===== src/rtl/alu_ctrl_seq_pkg.sv =====
// Shared types and encodings for the ALU control sequencer: FSM states,
// MIPS opcode/funct values, ALU func codes and the decoded-instruction bundle.
package alu_ctrl_seq_pkg;

  typedef enum logic [2:0] {
    S_IDLE      = 3'd0,
    S_DECODE    = 3'd1,
    S_EXECUTE   = 3'd2,
    S_WRITEBACK = 3'd3,
    S_HALT      = 3'd4
  } state_t;

  localparam logic [5:0] OP_RTYPE = 6'h00;
  localparam logic [5:0] OP_ADDI  = 6'h08;
  localparam logic [5:0] OP_ADDIU = 6'h09;
  localparam logic [5:0] FN_ADD   = 6'h20;
  localparam logic [5:0] FN_ADDU  = 6'h21;
  localparam logic [5:0] FN_SUB   = 6'h22;
  localparam logic [5:0] FN_SUBU  = 6'h23;

  // ALU func codes
  localparam logic [5:0] FUNC_PLUS  = 6'h20;
  localparam logic [5:0] FUNC_MINUS = 6'h22;

  typedef struct packed {
    logic [5:0]  func;
    logic        alu_src_b;
    logic [31:0] imm;
    logic [4:0]  rs;
    logic [4:0]  rt;
    logic [4:0]  wr;
    logic        illegal;
  } dec_t;

endpackage


===== src/rtl/alu_ctrl_seq_if.sv =====
// Instruction handshake plus the decoded control bus toward the ALU/register file.
interface alu_ctrl_seq_if;
  logic [31:0] instr;
  logic        instr_valid;
  logic        instr_ready;
  logic [5:0]  func;
  logic        alu_src_b;
  logic [31:0] imm;
  logic [4:0]  rs_addr;
  logic [4:0]  rt_addr;
  logic [4:0]  wr_addr;
  logic        reg_write;
  logic        illegal;
  logic        busy;

  modport master (
    output instr, instr_valid,
    input  instr_ready, func, alu_src_b, imm, rs_addr, rt_addr, wr_addr,
           reg_write, illegal, busy
  );

  modport slave (
    input  instr, instr_valid,
    output instr_ready, func, alu_src_b, imm, rs_addr, rt_addr, wr_addr,
           reg_write, illegal, busy
  );
endinterface


===== src/rtl/alu_ctrl_seq_insn_decode.sv =====
// Combinational MIPS decode of add/addu/sub/subu/addi/addiu into ALU controls;
// zero latency, no handshake.
module alu_ctrl_seq_insn_decode
  import alu_ctrl_seq_pkg::*;
(
  input  logic [31:0] instr,
  output dec_t        dec
);
  logic [5:0] opcode;
  logic [5:0] funct;

  assign opcode = instr[31:26];
  assign funct  = instr[5:0];

  always_comb begin
    dec           = '0;
    dec.rs        = instr[25:21];
    dec.rt        = instr[20:16];
    dec.imm       = {{16{instr[15]}}, instr[15:0]};
    dec.wr        = instr[15:11];
    dec.alu_src_b = 1'b0;
    dec.func      = 6'h00;
    dec.illegal   = 1'b0;
    // No overflow detection, so signed and unsigned forms decode identically
    if (opcode == OP_RTYPE && (funct == FN_ADD || funct == FN_ADDU)) begin
      dec.func = FUNC_PLUS;
    end else if (opcode == OP_RTYPE && (funct == FN_SUB || funct == FN_SUBU)) begin
      dec.func = FUNC_MINUS;
    end else if (opcode == OP_ADDI || opcode == OP_ADDIU) begin
      dec.func      = FUNC_PLUS;
      dec.alu_src_b = 1'b1;
      dec.wr        = instr[20:16];
    end else begin
      dec.illegal = 1'b1;
    end
  end
endmodule


===== src/rtl/alu_ctrl_seq.sv =====
// Multi-cycle ALU control sequencer: accept -> reg_write 3 cycles later, one instr per 4 cycles;
// instr_ready only in IDLE, so the source is stalled for the whole sequence.
module alu_ctrl_seq
  import alu_ctrl_seq_pkg::*;
#(
  parameter bit HALT_ON_ILLEGAL = 1'b1
) (
  input  logic         clk,
  input  logic         rst,
  alu_ctrl_seq_if.slave bus
);
  state_t      state;
  state_t      state_nxt;
  logic [31:0] instr_q;
  dec_t        dec;
  logic        accept;
  logic [5:0]  func_q;
  logic        alu_src_b_q;
  logic [31:0] imm_q;
  logic [4:0]  rs_q;
  logic [4:0]  rt_q;
  logic [4:0]  wr_q;
  logic        illegal_q;
  logic        ready_c;
  logic        busy_c;
  logic        reg_write_c;

  alu_ctrl_seq_insn_decode u_decode (
    .instr (instr_q),
    .dec   (dec)
  );

  always_ff @(posedge clk) begin
    if (rst) state <= S_IDLE;
    else     state <= state_nxt;
  end

  always_comb begin
    state_nxt   = state;
    accept      = 1'b0;
    ready_c     = 1'b0;
    busy_c      = 1'b1;
    reg_write_c = 1'b0;
    case (state)
      S_IDLE: begin
        ready_c = 1'b1;
        busy_c  = 1'b0;
        if (bus.instr_valid) begin
          accept    = 1'b1;
          state_nxt = S_DECODE;
        end
      end
      S_DECODE: begin
        if (dec.illegal) state_nxt = HALT_ON_ILLEGAL ? S_HALT : S_IDLE;
        else             state_nxt = S_EXECUTE;
      end
      S_EXECUTE:   state_nxt = S_WRITEBACK;
      S_WRITEBACK: begin
        // r0 is hardwired zero; suppress the strobe rather than write it
        reg_write_c = (wr_q != 5'd0);
        state_nxt   = S_IDLE;
      end
      S_HALT:      state_nxt = S_HALT;
      default:     state_nxt = S_IDLE;
    endcase
  end

  always_ff @(posedge clk) begin
    if (rst) begin
      instr_q     <= '0;
      func_q      <= '0;
      alu_src_b_q <= 1'b0;
      imm_q       <= '0;
      rs_q        <= '0;
      rt_q        <= '0;
      wr_q        <= '0;
      illegal_q   <= 1'b0;
    end else begin
      if (accept) begin
        instr_q   <= bus.instr;
        illegal_q <= 1'b0;
      end
      if (state == S_DECODE) begin
        func_q      <= dec.func;
        alu_src_b_q <= dec.alu_src_b;
        imm_q       <= dec.imm;
        rs_q        <= dec.rs;
        rt_q        <= dec.rt;
        wr_q        <= dec.wr;
        illegal_q   <= dec.illegal;
      end
      // Only func idles at zero; operand selects and addresses keep their last value
      if (state == S_WRITEBACK) func_q <= '0;
    end
  end

  assign bus.instr_ready = ready_c;
  assign bus.busy        = busy_c;
  assign bus.reg_write   = reg_write_c;
  assign bus.func        = func_q;
  assign bus.alu_src_b   = alu_src_b_q;
  assign bus.imm         = imm_q;
  assign bus.rs_addr     = rs_q;
  assign bus.rt_addr     = rt_q;
  assign bus.wr_addr     = wr_q;
  assign bus.illegal     = illegal_q;
endmodule


===== src/flat_wrapper.sv =====
// flat-port wrapper written by rule: the top's interface ports become plain ports
module alu_ctrl_seq_flat import alu_ctrl_seq_pkg::*;
#(
  parameter bit HALT_ON_ILLEGAL = 1'b1
)
  (clk, rst, bus_instr, bus_instr_valid, bus_instr_ready, bus_func, bus_alu_src_b, bus_imm, bus_rs_addr, bus_rt_addr, bus_wr_addr, bus_reg_write, bus_illegal, bus_busy);
  alu_ctrl_seq_if bus_i ();
  input  logic clk;
  input  logic rst;
  input wire logic [$bits(bus_i.instr)-1:0] bus_instr;
  input wire logic [$bits(bus_i.instr_valid)-1:0] bus_instr_valid;
  output wire logic [$bits(bus_i.instr_ready)-1:0] bus_instr_ready;
  output wire logic [$bits(bus_i.func)-1:0] bus_func;
  output wire logic [$bits(bus_i.alu_src_b)-1:0] bus_alu_src_b;
  output wire logic [$bits(bus_i.imm)-1:0] bus_imm;
  output wire logic [$bits(bus_i.rs_addr)-1:0] bus_rs_addr;
  output wire logic [$bits(bus_i.rt_addr)-1:0] bus_rt_addr;
  output wire logic [$bits(bus_i.wr_addr)-1:0] bus_wr_addr;
  output wire logic [$bits(bus_i.reg_write)-1:0] bus_reg_write;
  output wire logic [$bits(bus_i.illegal)-1:0] bus_illegal;
  output wire logic [$bits(bus_i.busy)-1:0] bus_busy;
  assign bus_i.instr = bus_instr;
  assign bus_i.instr_valid = bus_instr_valid;
  assign bus_instr_ready = bus_i.instr_ready;
  assign bus_func = bus_i.func;
  assign bus_alu_src_b = bus_i.alu_src_b;
  assign bus_imm = bus_i.imm;
  assign bus_rs_addr = bus_i.rs_addr;
  assign bus_rt_addr = bus_i.rt_addr;
  assign bus_wr_addr = bus_i.wr_addr;
  assign bus_reg_write = bus_i.reg_write;
  assign bus_illegal = bus_i.illegal;
  assign bus_busy = bus_i.busy;
  alu_ctrl_seq #(.HALT_ON_ILLEGAL(HALT_ON_ILLEGAL)) u_core (.clk(clk), .rst(rst), .bus(bus_i));
endmodule

===== config.mk =====
export PLATFORM = sky130hd
export DESIGN_NAME = alu_ctrl_seq_flat
export DESIGN_NICKNAME = d
export VERILOG_FILES = /design/src/rtl/alu_ctrl_seq_pkg.sv /design/src/rtl/alu_ctrl_seq_if.sv /design/src/rtl/alu_ctrl_seq_insn_decode.sv /design/src/rtl/alu_ctrl_seq.sv /design/src/flat_wrapper.sv
export SDC_FILE = /design/constraint.sdc
export NUM_CORES = 1
export LEC_CHECK = 0
export CAP_MARGIN = 40
export CORE_MARGIN = 8
export CORE_UTILIZATION = 45
export DETAILED_ROUTE_END_ITERATION = 12
export PLACE_DENSITY = 0.79
export SLEW_MARGIN = 5
export SYNTH_ARGS = -nofsm -noshare
export SYNTH_HDL_FRONTEND = slang
export SYNTH_SLANG_ARGS = --single-unit

===== constraint.sdc =====
create_clock -name clk -period 3 [get_ports clk]
set_clock_uncertainty 0.15 [all_clocks]
set_input_delay 0.3 -clock clk [delete_from_list [all_inputs] [get_ports clk]]
set_output_delay 0.3 -clock clk [all_outputs]
set_load 0.005 [all_outputs]

# Yosys cells after proc, flatten, opt, wreduce, memory -nomap -nowiden
# Cells that the tools add are included.
# op_classes
n_eq_ne	11
mux	19
reduce_logical	10
# op_table
op	n
$eq 6x6->1 const B	4
$mux 6	4
$eq 6x4->1 const B	2
$pmux 3 s4	1
$mux 1	10
$mux 7	1
$eq 3x2->1 const B	2
$logic_not 6->1	1
$mux 3	2
$mux 5	1
$reduce_bool 5->1	1
$eq 3x1->1 const B	1
$eq 3x3->1 const B	1
$logic_not 3->1	1
$logic_or 1x1->1	3
$logic_and 1x1->1	2
$ne 2x2->1 const B	1
$reduce_bool 2->1	1
$reduce_or 2->1	1
# word_totals
reg_bits	74
inputBits	35
output_inout_bits	58
elab_cells	49

# Logic depth before layout (Yosys ltp)
# depth
word_depth	7
mapped_depth	6

# By module
# Synthesis repeated with hierarchy kept, for this count alone.
# hier_totals
cells_unflattened	462
area_unflattened_um2	3761.1
# modules_own_cells
mod	instances	cells_per_inst	area_per_inst_um2
alu_ctrl_seq	1	402	3258.1
alu_ctrl_seq_insn_decode	1	60	503.0

# Worst setup path after synthesis
# OpenSTA, ideal clock, no wires.
# synth_timing
path_kind	reg2reg
from	reg u_core.state[2]
to	reg u_core.func_q[5], in the netlist u_core.bus.func[5]
setup_time_ns	0.118
t_arrival_ns	1.331
t_required_ns	2.732
setup_slack_ns	1.402
stages_incl_launch_ff	6
n_path_buf	2
period_less_slack_ns	1.598
path_cell_list	dfxtp_1 -> buf_6 -> or3b_1 -> buf_2 -> a211o_1 -> o2111a_1
# synth_between
elab_chain_cells	2
elab_cells_between_ends	3
# synth_lines
element	line_no	source
start, declared	alu_ctrl_seq.sv:12	state_t state;
start signal, assigned	alu_ctrl_seq.sv:35	else state <= state_nxt;
$eq 3x2->1	alu_ctrl_seq.sv:93	if (state == S_WRITEBACK) func_q <= '0;
$reduce_or 2->1 (no source line)	--	
end signal, assigned	alu_ctrl_seq.sv:84	func_q <= dec.func;
end, declared	alu_ctrl_seq.sv:17	logic [5:0] func_q;
# Parallel ways exist; a longest one is shown, timed or not.
# A chain may end at the register's enable or synchronous reset.

# Final worst setup path
# layout_timing
from	reg u_core.state[0]
to	out bus_reg_write
# layout_between
elab_chain_cells	2
# layout_lines
element	line_no	source
$eq 3x2->1	alu_ctrl_seq.sv:44	case (state)
$mux 1	alu_ctrl_seq.sv:44	
end, declared	flat_wrapper.sv:19	output wire logic [$bits(bus_i.reg_write)-1:0] bus_reg_write;
# No other way between the ends.

==> flow_summary.ini <==
[synthesis]
netlist_area_mm2 = 0.00279
yosysSeqAreaShare_pct = 50.3
ys.flop_type = dfxtp_1
syn_area_per_cell_um2 = 7.93
synth.area.top_cells = dfxtp_1 (50%), nand2_1 (16%), a21oi_1 (11%)
ys_async_sr_fraction_pct = 0
synth.largest_area_cell = dfxtp_1
synth_top_area_share_pct = 50.3
synth_edf_count = 0
syn_inst = 351
synth_cell_types = 31
yosysWarnings = 0
synth_seq_cells = 70

[outcome]
outcome = finished clean

[pwr]
p_sw_share_pct = 25.6
p_switching_uw = 609
leakagePower_uw = 0.00133
ir_drop_uv = 363
p_seq_share_pct = 44.5
power.internal_uw = 1770
power_density_mw_per_mm2 = 623
power_frac_clock_pct = 39.9
combPwrFrac_pct = 15.6

[place]
dp_hpwl_um = 5190
place_congestion = 0.789
dp_cells = 475
io_buffers = 88

[cells_and_area]
final_common_cell = nand2_1
syn_to_final_growth_pct = 36.9
fill_cells = 523
drive_gt1_share_pct = 6.49
final_cell_mix = nand2_1 (119), clkdlybuf4s50_1 (87), dfxtp_1 (70)
diodes = 0
layout.cells.non_filler = 491
nets = 446

[global_route]
antenna_found_initial = 0
grt_max_degree = 49
grt_pass1_wl_um = 11500
overflow = 0
grt_usage_pct = 16.3
grt_pass1_vias = 2340

[floorplanning]
die_w_um = 94.7
dieArea_mm2 = 0.00896
core_area_mm2 = 0.00596
die_y_um = 94.7
rows = 28
start_util_pct = 46.8
num_io_pins = 93

[timing]
finalMaxSlewViolations = 0
grt_setup_unrepaired = false
final-hold-violation-count = 0
fin_tns_setup_ns = 0
holdWs_ns = 0.262
tightest_slew_ns = 0.765
final-setup-viol-count = 0
max-slew-margin-rel_pct = 48.6
clock.fmax_ghz = 0.407
timing.final.crit_share_pct = 81.9
min_period_ns = 2.46

[routing]
drtAntennaViolNets = 0
num_vias = 2541
drc = 0
wl_per_cell_um = 15.1
viasPerCell = 5.18
wl_um = 7420
drt-initial-drc-count = 216
drt-pass1-iter-count = 4

[cts]
cts_setup_buffers = 0
root_buffer = clkbuf_8
h-tree-depth = 3
clk_pin_slew_ns = 0.07
post_cts_resized = 0
cts_made_buffers = 9
cts_buffer_depth = 2
cts.sinks = 70
clk_latency_ns = 0.34
cts_tree = done
cts_hold_buf = 0

[worst_setup_path]
critical_path_class = flip-flop to output port
arrival_ns = 2.01
start_kind = flip-flop
required_ns = 2.55
critPathMaxFanout = 11
end_kind = output port

[job]
maxCapViolations = 0

[min_path]
hold_path_class = primary input to flip-flop
==> critical path: stages, from the launching register on <==
cell             delay [ns]
dfxtp_1                0.54
nor2b_1                0.33
nand2_1                0.11
a21oi_1                0.16
clkdlybuf4s50_1        0.53
==> area by class of cell <==
class	instances	area [µm²]	share of cell area [%]
inverter	3	11.3	0.295
multi-input combinational	234	1130	29.6
sequential	70	1400	36.8
clock buffer	11	151	3.97
clock inverter	5	105	2.76
tap	75	93.8	2.46
timing repair buffer	93	921	24.2
==> registers in the layout, summed over array words and instances (netlist names), 2 cells and up <==
| signal | cells |
|---|---|
| u_core.instr_q | 32 |
| u_core.bus.func | 2 |
| u_core.bus.wr_addr | 5 |
| u_core.bus.rt_addr | 5 |
| u_core.state | 3 |
| u_core.bus.rs_addr | 5 |
| u_core.bus.imm | 16 |
==> power groups by stage <==
stage	Sequential (µW)	Clock [µW]	Combinational, µW
after floorplan	1050	0	229
after detailed placement	1080	0	369
final	1060	949	370
after global placement	1070	0	354
after CTS	1050	954	372
after global routing	1070	1000	405
==> per-layer routing <==
| layer | vias to the layer above | share of wire, % | GRT usage [%] |
|---|---|---|---|
| met3 | 8 | 8.8 | 5.95 |
| met4 | 0 | 1.1 | 5.98 |
| met5 | - | 0 | 0 |
| met2 | 100 | 47 | 25.7 |
| met1 | 1175 | 43 | 20.0 |
| li1 | 1258 | - | - |
==> final timing paths <==
kind,startpoint,slack (ns),depth (start not counted),end
max,u_core.state[0],0.54,4,bus_reg_write
min,rst,0.26,2,u_core.instr_q[18]
max reg2reg,u_core.state[2],0.99,4,u_core.instr_q[0]
min reg2reg,u_core.instr_q[22],0.30,2,u_core.bus.rs_addr[1]
==> Yosys cell counts (2+ instances only) <==
master	instances
buf_2	6
or4b_1	3
nor2_1	9
clkbuf_1	19
nor4_1	2
nor2b_1	2
o21ai_1	6
nand3_1	6
buf_4	21
dfxtp_1	70
a21oi_1	62
a311oi_1	5
o31ai_1	2
inv_1	3
nand2_1	119
==> per-stage QoR <==
| step | setup WS, ns | util (%) | cell area (µm²) | power (µW) |
|---|---|---|---|---|
| global route | 0.386 | 64.0 | 3810 | 2470 |
| global placement | 0.652 | 59.5 | 3540 | 1430 |
| CTS | 0.543 | 64.0 | 3810 | 2380 |
| floorplan | 1.40 | - | 2800 | 1280 |
| detailed placement | 0.749 | 59.7 | 3560 | 1440 |
| finish | 0.544 | 64.0 | 3810 | 2380 |
==> cells by family (layout without fill, tap and decap cells) <==
| group | after synthesis | count (layout) | share of synthesized area, % |
|---|---|---|---|
| AOI/OAI and AO/OA | 80 | 80 | 16.1 |
| other | 1 | 4 | 0.135 |
| buffers and inverters | 50 | 112 | 10.1 |
| DFF | 70 | 70 | 50.3 |
| and+or+nand+nor | 150 | 150 | 23.3 |
No activity file was read; power rests on OpenSTA's default activity.
